--- config.mk ---
export PLATFORM = sky130hd
export DESIGN_NAME = snake_tick_gen
export DESIGN_NICKNAME = d
export VERILOG_FILES = /design/src/rtl/snake_tick_gen.sv
export SDC_FILE = /design/constraint.sdc
export NUM_CORES = 1
export LEC_CHECK = 0
export ABC_CLOCK_PERIOD_IN_PS = 4500
export CAP_MARGIN = 30
export CELL_PAD_IN_SITES_DETAIL_PLACEMENT = 0
export CELL_PAD_IN_SITES_GLOBAL_PLACEMENT = 1
export CORE_MARGIN = 3
export CORE_UTILIZATION = 44
export DETAILED_ROUTE_END_ITERATION = 6
export PLACE_DENSITY_LB_ADDON = 0.1
export SYNTH_ARGS = -nofsm -noshare
export SYNTH_HDL_FRONTEND = slang
export SYNTH_SLANG_ARGS = --single-unit
export TNS_END_PERCENT = 1
--- constraint.sdc ---
create_clock -name clk -period 4.5 [get_ports clk]
set_clock_uncertainty 0.1 [all_clocks]
set_input_delay 1.125 -clock clk [delete_from_list [all_inputs] [get_ports clk]]
set_output_delay 1.125 -clock clk [all_outputs]
set_load 0.05 [all_outputs]
--- src/rtl/snake_tick_gen.sv ---
// Movement-tick generator: paces snake moves with a one-cycle tick and a mid-period
// half_tick, with a food-driven speed-up that saturates at MIN_PERIOD.
module snake_tick_gen #(
   parameter int unsigned CNT_W       = 28,
   parameter int unsigned BASE_PERIOD = 25_000_000,
   parameter int unsigned MIN_PERIOD  = 5_000_000,
   parameter int unsigned STEP        = 1_000_000,
   parameter int unsigned LVL_W       = 4
) (
   input  logic             clk,
   input  logic             rst,
   input  logic             enable,
   input  logic             pause,
   input  logic             speed_up,
   input  logic             speed_clr,
   output logic             tick,
   output logic             half_tick,
   output logic [CNT_W-1:0] period,
   output logic [LVL_W-1:0] level,
   output logic             at_max
);

   localparam logic [CNT_W-1:0] BASE_X = CNT_W'(BASE_PERIOD);
   localparam logic [CNT_W-1:0] MIN_X  = CNT_W'(MIN_PERIOD);
   // STEP saturated to the widened range so an oversized step still clamps to MIN_PERIOD
   localparam logic [CNT_W:0]   STEP_X = ((64'(STEP) >> (CNT_W + 1)) != 64'd0) ? '1
                                         : (CNT_W + 1)'(STEP);

   generate
      if (MIN_PERIOD < 2) begin : g_chk_min
         $fatal(1, "snake_tick_gen: MIN_PERIOD must be >= 2");
      end
      if (BASE_PERIOD < MIN_PERIOD) begin : g_chk_base
         $fatal(1, "snake_tick_gen: BASE_PERIOD must be >= MIN_PERIOD");
      end
      if ((64'(BASE_PERIOD) >> CNT_W) != 64'd0) begin : g_chk_width
         $fatal(1, "snake_tick_gen: BASE_PERIOD must fit in CNT_W bits");
      end
      if (STEP < 1) begin : g_chk_step
         $fatal(1, "snake_tick_gen: STEP must be >= 1");
      end
   endgenerate

   typedef enum logic [1:0] {
      ST_STOP,
      ST_RUN,
      ST_PAUSE
   } state_e;

   state_e           state_q, state_d;
   logic [CNT_W-1:0] count_q, count_d;
   logic             tick_q, tick_d;
   logic             half_q, half_d;
   logic [CNT_W-1:0] period_q, period_d;
   logic [LVL_W-1:0] level_q, level_d;
   logic [CNT_W-1:0] headroom;
   logic             last_phase;
   logic             mid_phase;

   always_ff @(posedge clk) begin
      if (rst) begin
         state_q <= ST_STOP;
      end else begin
         state_q <= state_d;
      end
   end

   always_comb begin
      state_d = state_q;
      if (!enable) begin
         state_d = ST_STOP;
      end else begin
         case (state_q)
            ST_STOP:  state_d = pause ? ST_PAUSE : ST_RUN;
            ST_RUN:   if (pause)  state_d = ST_PAUSE;
            ST_PAUSE: if (!pause) state_d = ST_RUN;
            default:  state_d = ST_STOP;
         endcase
      end
   end

   // Phase actions follow the state being entered, so the edge that leaves STOP already counts.
   always_comb begin
      last_phase = (count_q >= (period_q - CNT_W'(1)));
      mid_phase  = (count_q == ((period_q >> 1) - CNT_W'(1)));
      count_d    = count_q;
      tick_d     = 1'b0;
      half_d     = 1'b0;
      case (state_d)
         ST_STOP: count_d = '0;
         ST_RUN: begin
            half_d = mid_phase;
            if (last_phase) begin
               count_d = '0;
               tick_d  = 1'b1;
            end else begin
               count_d = count_q + CNT_W'(1);
            end
         end
         ST_PAUSE: count_d = count_q;
         default:  count_d = '0;
      endcase
   end

   always_comb begin
      headroom = period_q - MIN_X;
      period_d = period_q;
      level_d  = level_q;
      if (speed_clr) begin
         period_d = BASE_X;
         level_d  = '0;
      end else if (speed_up && (period_q > MIN_X)) begin
         if ({1'b0, headroom} <= STEP_X) begin
            period_d = MIN_X;
         end else begin
            period_d = period_q - STEP_X[CNT_W-1:0];
         end
         if (level_q != '1) begin
            level_d = level_q + LVL_W'(1);
         end
      end
   end

   always_ff @(posedge clk) begin
      if (rst) begin
         count_q  <= '0;
         tick_q   <= 1'b0;
         half_q   <= 1'b0;
         period_q <= BASE_X;
         level_q  <= '0;
      end else begin
         count_q  <= count_d;
         tick_q   <= tick_d;
         half_q   <= half_d;
         period_q <= period_d;
         level_q  <= level_d;
      end
   end

   assign tick      = tick_q;
   assign half_tick = half_q;
   assign period    = period_q;
   assign level     = level_q;
   assign at_max    = (period_q == MIN_X);

endmodule

==> results.md, run 1 <==
Cells and area:
- In the final layout, flip-flops and latches occupy 1160 um^2.
- The area used by multi-input combinational logic is 3450 um^2.
- In the final layout, the share of cells above drive strength 1 is 0.0899.
- The repair_antennas step left the layout with diodes totalling 0.
- Leaving out fill and tap cells, the most frequent cells in the layout are xnor2_1, nor2_1, dfxtp_1.
- The commonest non-fill, non-tap cell in the layout is xnor2_1.
- The number of fillers in the final layout is 1,057.
- The number of nets at the end of the flow is 687.
- From synthesis to final layout, the design area changed by 13.0%.

Job:
- The reported max-cap violation count is 0.

Drt:
- Using the TritonRoute via totals, the vias-per-cell ratio works out to 5.92.
- The routed length per placed instance is 17.3 um.
- The number of DRC markers after the initial detailed-route iteration is 237.
- For this run, the detailed router's first-pass iteration total came to 4.
- The final layout contains routed wiring with a total length of 13,700 um.
- The count of nets left with antenna violations once routing finished came out at 0.
- The detailed-route DRC error count is 0.
- The final route contains 4,685 vias.

Clock tree:
- The longest clock path from root to sink contains 2 buffers.
- The number of hold buffers added after cts is 0.
- The clock-pin slew on the worst setup and hold paths is 0.07 ns.
- The clock latency at the later pin of the worst-skew pair is 0.36 ns.
- The total CTS buffers is 9.
- The number of instances resized during post-cts repair is 0.
- In this run the post-CTS setup repair buffer count came out at 0.
- The root buffer cell chosen for the clock tree is clkbuf_8.
- The clock tree from TritonCTS is done.
- The number of clock sinks is 58.
- The H-tree generated during clock tree synthesis spans 3 levels.

Power and ir drop:
- The fraction of power spent switching nets is 0.282.
- Internal power comes to 0.908 mW.
- The fraction of power consumed by sequential logic is 0.422.
- Of the total power, combinational logic draws 0.143.
- Dividing total power by cell area gives a power density of 228 nW/um^2.
- The worst-case IR drop observed on VDD is 0.195 mV.
- For this design the total switching power over the nets is 0.357 mW.
- The share of total power dissipated in the clock network is 0.435.
- Summed over all cells, the static leakage comes to 1.93 nW.

Die:
- The die span in x is 112 um.
- The floorplan step set the die height to 112 um.
- 41 I/O pins were placed.
- The initial cell density of the core is 0.463.
- The standard-cell row count is 37.
- The die covers 12,500 um^2.
- The core region is 10,600 um^2.

Synth:
- The synthesized flop and latch total is 58.
- Summing every instance area after synthesis gives 4910 um^2.
- The share of synthesized area occupied by flip-flops and latches is 0.237.
- The distinct cell type count of the synthesized netlist is 72.
- The number of synthesized flops with an enable pin is 0.
- The synthesized instance count is 632.
- The mean post-synth cell area is 7.77 um^2.
- In the synthesized netlist the dominant register cell turns out to be dfxtp_1.
- The async set-reset flop share out of synthesis is 0.
- The warning count from the yosys run is 0.

Setup path:
- The worst setup path is launched from a flip-flop.
- The largest fanout on the critical path is 28.
- Counting cells, the worst reg-to-reg path comes to 14.
- In this run the critical register-to-register path is captured at count_q[4]$_SDFFE_PP0P_.
- The worst reg-to-reg setup slack is 0.32 ns.
- The capturing element of the worst setup path is count_q[4]$_SDFFE_PP0P_.
- The startpoint identified for the worst register-to-register timing path is period[7]$_SDFFE_PP0P_.
- The type of destination of the critical path is a flip-flop.
- For the worst setup path, the data required time is 4.69 ns.
- Data on the critical path arrives at its endpoint at 4.37 ns.
- By startpoint and endpoint, the worst setup path is classified as flip-flop to flip-flop.
- The launching element of the worst setup path is period[7]$_SDFFE_PP0P_.

STA:
- The number of endpoints failing setup at the final stage is 0.
- The final clock period utilization by the worst path is 0.929.
- The worst path setup slack after routing is 0.319 ns.
- The transition time at the pin with the least slew margin is 0.860 ns.
- The worst slew slack as a fraction of its limit is 0.425.
- The hold violation count in the final report is 0.
- The timing-limited maximum frequency is 239 MHz.
- The aggregate negative setup slack is 0 ns.
- Setup repair after global routing left no endpoint under its margin.
- The final critical path time including I/O delays and setup is 4.18 ns.
- The max-slew violation total from the final report is 0.

Worst hold path:
- The min-delay analysis places its worst path in the category flip-flop to flip-flop.

Global route:
- The initial antenna violation count came to 0.
- The total overflow left after global routing is 0.
- The number of global-route vias before repair came to 4,456.
- The largest net degree at the start of global routing is 29.
- The overall track demand over capacity in global routing is 0.227.
- The wire length of the first global-routing pass is 23,100 um.

Place:
- Detailed placement finished with a half-perimeter wire length of 10,500 um.
- During placement, the flow inserted port buffers numbering 34.
- The final weighted congestion in routability-driven placement is 0.972.
- OpenSTA, run right after detailed placement, puts the worst setup slack at 0.381 ns.

Outcome:
- The flow ran to the end, and the final reports show no timing, DRC or antenna violations.
## worst min path at each step
stage	start	endpoint	slack, ns	depth (start not counted)
after CTS	count_q[4]$_SDFFE_PP0P_	count_q[4]$_SDFFE_PP0P_	0.43	2
final	count_q[4]$_SDFFE_PP0P_	count_q[4]$_SDFFE_PP0P_	0.42	2
after detailed placement	count_q[4]$_SDFFE_PP0P_	count_q[4]$_SDFFE_PP0P_	0.42	2
after global placement	count_q[4]$_SDFFE_PP0P_	count_q[4]$_SDFFE_PP0P_	0.41	2
after global routing	count_q[4]$_SDFFE_PP0P_	count_q[4]$_SDFFE_PP0P_	0.48	2
after floorplan	count_q[4]$_SDFFE_PP0P_	count_q[4]$_SDFFE_PP0P_	0.38	2
## critical path, stage by stage (launching register included)
cell and delay (ns):
dfxtp_1 0.44, inv_1 0.20, ha_1 0.29, nor3b_2 0.37, nand4_1 0.28, nor2_1 0.30
xnor2_1 0.16, ha_1 0.26, a21o_1 0.18, a221oi_1 0.26, o21ai_0 0.21, or3_1 0.38
buf_4 0.23, or3_1 0.36, o21ai_0 0.07
## power groups by stage
stage	logic (mW)	registers, mW	clock network (mW)
after detailed placement	0.179	0.545	0
after floorplan	0.120	0.560	0
after CTS	0.180	0.534	0.562
after global placement	0.178	0.545	0
after global routing	0.197	0.535	0.584
final	0.181	0.534	0.550
## Yosys cell counts (4+ instances only)
cell      instances  area, um^2
xnor2_1          66         578
nor2_1           60         225
dfxtp_1          58        1160
nand2_1          52         195
nand3_1          39         195
o21ai_0          36         180
ha_1             30         375
clkbuf_1         26        97.6
nor3_1           22         110
a21oi_1          21         105
nand4_1          20         125
inv_1            18        67.6
xor2_1           15         131
buf_4            10        75.1
nor4_1           10        62.6
a21o_1            9        67.6
o311ai_0          9        78.8
or3_1             9        56.3
a211oi_1          8        60.1
buf_2             8        40.0
nand2b_1          7        43.8
a31oi_1           6        37.5
and2_1            4        25.0
and3_1            4        25.0
buf_1             4        15.0
o22ai_1           4        25.0
or2_2             4        25.0
## stage by stage
| stage | area [um^2] | std cells | hold slack [ns] | utilization | total power, mW |
|---|---|---|---|---|---|
| after floorplan | 4930 | 637 | 0.376 | - | 0.680 |
| after global routing | 5550 | 792 | 0.479 | 0.523 | 1.32 |
| after CTS | 5550 | 792 | 0.426 | 0.523 | 1.28 |
| final | 5550 | 792 | 0.424 | 0.523 | 1.26 |
| after global placement | 5330 | 776 | 0.405 | 0.503 | 0.723 |
| after detailed placement | 5330 | 776 | 0.417 | 0.503 | 0.724 |
## state kept, by name (all words and copies together) (netlist names)
| register | count |
|---|---|
| level | 4 |
| tick | 1 |
| half_tick | 1 |
| count_q | 28 |
| state_q | 2 |
| period | 22 |
## final cells by class
class                   count  share of cell area
clock buffers              10              0.0248
repair buffers             53              0.0871
clock inverters             6              0.0144
flip-flops and latches     58               0.209
inverters                  18              0.0122
multi-input cells         511               0.622
well taps                 136              0.0307
## per-layer routing
layer / GRT usage / wire length, um
met1: 0.322 / 6790
met2: 0.343 / 6040
met3: 0.0484 / 704
met4: 0.0697 / 201
met5: 0 / 0
## cell families after synthesis
family | after synthesis | share of synthesized area
and+or+nand+nor | 258 | 0.280
AOI/OAI and AO/OA | 132 | 0.188
adders and majority gates | 30 | 0.0765
buffers and inverters | 68 | 0.0647
DFF | 58 | 0.237
other | 1 | 0.000764
xor gates and xnor gates | 81 | 0.145
muxes | 4 | 0.00841
(Power assumes the default switching activity.)
==> inputs of run 2 (changes only) <==
==> constraint.sdc (replaced) <==
create_clock -name clk -period 4.5 [get_ports clk]
set_clock_uncertainty 0.1 [all_clocks]
set_input_delay 0.45 -clock clk [delete_from_list [all_inputs] [get_ports clk]]
set_output_delay 0.45 -clock clk [all_outputs]
set_load 0.05 [all_outputs]
==> run 2 against run 1 <==
Compared with the run above: cell count up 0.88%; critical path type unchanged; global-route usage up 0.85 points; flip-flop and latch count unchanged; via count up 1.3%; critical endpoint is now count_q[14]$_SDFFE_PP0P_.
==> results.md, run 2 (synthesized netlist as in run 1, its figures left out) <==
STA:
- The worst slew slack as a fraction of its limit is 0.350 (-0.0747).
- The transition time at the pin with the least slew margin is 0.971 ns (+0.112 ns).
- The aggregate negative setup slack is 0 ns (unchanged).
- The timing-limited maximum frequency is 242 MHz (+1.2%).
- Setup repair after global routing left no endpoint under its margin.
- The final critical path time including I/O delays and setup was 4.13 ns (-0.0512 ns).
- The number of endpoints failing setup at the final stage came to 0 (unchanged).
- The hold violation count in the final report was 0 (unchanged).
- The max-slew violation total from the final report came to 0 (unchanged).
- The final hold slack is 0.420 ns (-0.00390 ns).
- The final clock period utilization by the worst path is 0.918 (-0.0114).

Setup path:
- The capturing element of the worst setup path is count_q[14]$_SDFFE_PP0P_.
- STA classifies the critical path endpoint as a flip-flop.
- The worst setup path is launched from a flip-flop.
- The largest fanout on the critical path was 12 (-57%).
- The reg-to-reg critical path startpoint is period[7]$_SDFFE_PP0P_.
- The worst reg-to-reg setup slack came to 0.37 ns (+0.05 ns).
- The data arrival time of the critical path came to 4.27 ns (-0.10 ns).
- The capturing point of the worst reg2reg path is count_q[14]$_SDFFE_PP0P_.
- The critical path starts at period[7]$_SDFFE_PP0P_.
- The depth of the most critical reg-to-reg path is 15 (+1).
- The critical path data required time is 4.64 ns (-0.05 ns).
- The setup path with the least slack is of type flip-flop to flip-flop.

Clock tree:
- The total CTS buffers is 9 (unchanged).
- The clock-pin slew on the worst setup and hold paths is 0.07 ns (about the same).
- The number of hold buffers added after cts came to 0 (unchanged).
- The clock latency at the later pin of the worst-skew pair was 0.36 ns (about the same).
- The number of buffers on the longest clock path came to 2 (unchanged).
- The cell sitting at the root of the clock tree is a clkbuf_8.
- The number of clock sinks is 58 (unchanged).
- The count of H-tree levels built during CTS is 3 (unchanged).
- The clock tree from TritonCTS is done.

Global route:
- The busiest metal layer after global routing is met2.
- The met1 capacity usage during global routing came to 0.345 (+0.0223).
- The global routing usage on met2 is 0.350 (+0.00679).
- The wire length of the first global-routing pass is 23,800 um (+2.9%).
- The initial antenna violation count is 0 (unchanged).
- The overall track demand over capacity in global routing is 0.235 (+0.00854).
- The number of global-route vias before repair is 4,348 (-2.4%).
- The global route total overflow is 0 (unchanged).
- The global-route met3 utilization is 0.0402 (-0.00815).
- The largest net degree at the start of global routing was 23 (-21%).

Drt:
- The detailed-route DRC error count is 0 (unchanged).
- The number of DRC markers after the initial detailed-route iteration came to 312 (+32%).
- The final routed wirelength across all metal layers was 14,500 um (+5.7%).
- The final antenna-violating net count was 0 (unchanged).
- The detailed-route vias per instance came to 5.94 (+0.41%).
- The first-pass iteration count of the detailed router is 5 (+1).
- The routed length per placed instance is 18.2 um (+4.8%).
- The total via count in the routed design is 4,746 (+1.3%).

Die:
- The top-level port count is 41 (unchanged).
- The initial cell density of the core is 0.463 (unchanged).
- The standard-cell row count is 37 (unchanged).
- The area of the placeable core is 10,600 um^2 (unchanged).
- The floorplan die area is 12,500 um^2 (unchanged).
- The die span in x came to 112 um (unchanged).
- The height of the die was 112 um (unchanged).

Cells and area:
- The share of layout cells above drive strength 1 is 0.101 (+0.0111).
- The area used by multi-input combinational logic was 3470 um^2 (+0.58%).
- The number of nets at the end of the flow came to 694 (+1.0%).
- The diode insertion count for antenna repair is 0 (unchanged).
- The flip-flop count of the largest register after layout is 28 (unchanged).
- The register with the most flip-flops in the final layout is count_q.
- In the layout the commonest cells are xnor2_1, nor2_1, dfxtp_1.
- The growth of design area from synthesis to finish is 15.2%.
- The number of fillers in the final layout is 1,046 (-1.0%).
- The commonest non-fill, non-tap cell in the layout is xnor2_1.
- The area taken by flip-flops and latches is 1160 um^2 (unchanged).

Job:
- The reported max-cap violation count is 0 (unchanged).

Power and ir drop:
- The power density of the placed cells is 240 nW/um^2 (+5.2%).
- The total power after layout is 1.36 mW (+7.2%).
- The maximum vdd drop is 0.200 mV (+2.6%).
- The static leakage was 1.97 nW (+2.0%).

Outcome:
- The run finished with clean final reports.

Place:
- The final weighted congestion in routability-driven placement was 0.951 (-2.1%).
- The HPWL after detailed placement came to 11,100 um (+5.7%).
- The number of port buffers is 34 (unchanged).

Worst hold path:
- The min-delay analysis places its worst path in the category flip-flop to flip-flop.
run 2: cell types whose count changed in the layout (fill, tap and decap cells not counted), sizes merged:
cell	previous run	this run
clkbuf	10	12
clkinv	4	0
bufinv	2	3
buf	19	26
clkinvlp	0	1
run 2: worst min path at each step:
stage                            startpoint                       to  slack, ns  cells past startpoint
floorplan           count_q[4]$_SDFFE_PP0P_  count_q[4]$_SDFFE_PP0P_       0.38                      2
global placement    count_q[4]$_SDFFE_PP0P_  count_q[4]$_SDFFE_PP0P_       0.40                      2
detailed placement  count_q[4]$_SDFFE_PP0P_  count_q[4]$_SDFFE_PP0P_       0.41                      2
CTS                 count_q[4]$_SDFFE_PP0P_  count_q[4]$_SDFFE_PP0P_       0.42                      2
global route        count_q[4]$_SDFFE_PP0P_  count_q[4]$_SDFFE_PP0P_       0.45                      2
finish              count_q[4]$_SDFFE_PP0P_  count_q[4]$_SDFFE_PP0P_       0.42                      2
run 2: final cells by class:
class                      count  area share
tap                          136      0.0301
timing repair buffer          60      0.0947
clock inverter                 4      0.0173
inverter                      18      0.0119
clock buffer                  12      0.0274
multi-input combinational    511       0.613
sequential                    58       0.205
run 2: routing by layer:
metal | vias to the layer above | part of all wire | wire length, um
met2 | 121 | 0.44 | 6400
li1 | 2322 | - | -
met4 | 0 | 0.013 | 189
met1 | 2288 | 0.50 | 7280
met3 | 15 | 0.045 | 654
met5 | - | 0 | 0
run 2: critical path: stages, from the launching register on:
cell	delay, ns
dfxtp_1	0.43
inv_1	0.20
ha_1	0.23
nor4b_2	0.40
nand4_1	0.15
buf_4	0.20
nor3_4	0.20
xnor2_1	0.16
ha_1	0.28
nand4_1	0.10
nor3_1	0.08
a221oi_1	0.22
o21ai_0	0.23
or3_4	0.47
buf_4	0.20
o311ai_0	0.36
run 2: repair_timing:
action,CTS,global route
setup endpoints to repair,0,11
gates resized for setup,0,4
buffers inserted,0,1
run 2: per-stage QoR:
| stage | std cells | worst slack [ns] | instance area [um^2] | utilization |
|---|---|---|---|---|
| floorplan | 637 | 0.459 | 4930 | - |
| global placement | 782 | 0.362 | 5380 | 0.507 |
| detailed placement | 782 | 0.175 | 5380 | 0.507 |
| CTS | 798 | 0.152 | 5630 | 0.531 |
| global route | 799 | 0.0306 | 5660 | 0.533 |
| finish | 799 | 0.371 | 5660 | 0.533 |
run 2: power breakdown:
part | switching [mW] | internal [mW] | total [mW] | leakage [nW]
Clock | 0.237 | 0.398 | 0.636 | 0.123
Sequential | 0.0126 | 0.520 | 0.533 | 0.470
Combinational | 0.119 | 0.0674 | 0.187 | 1.38
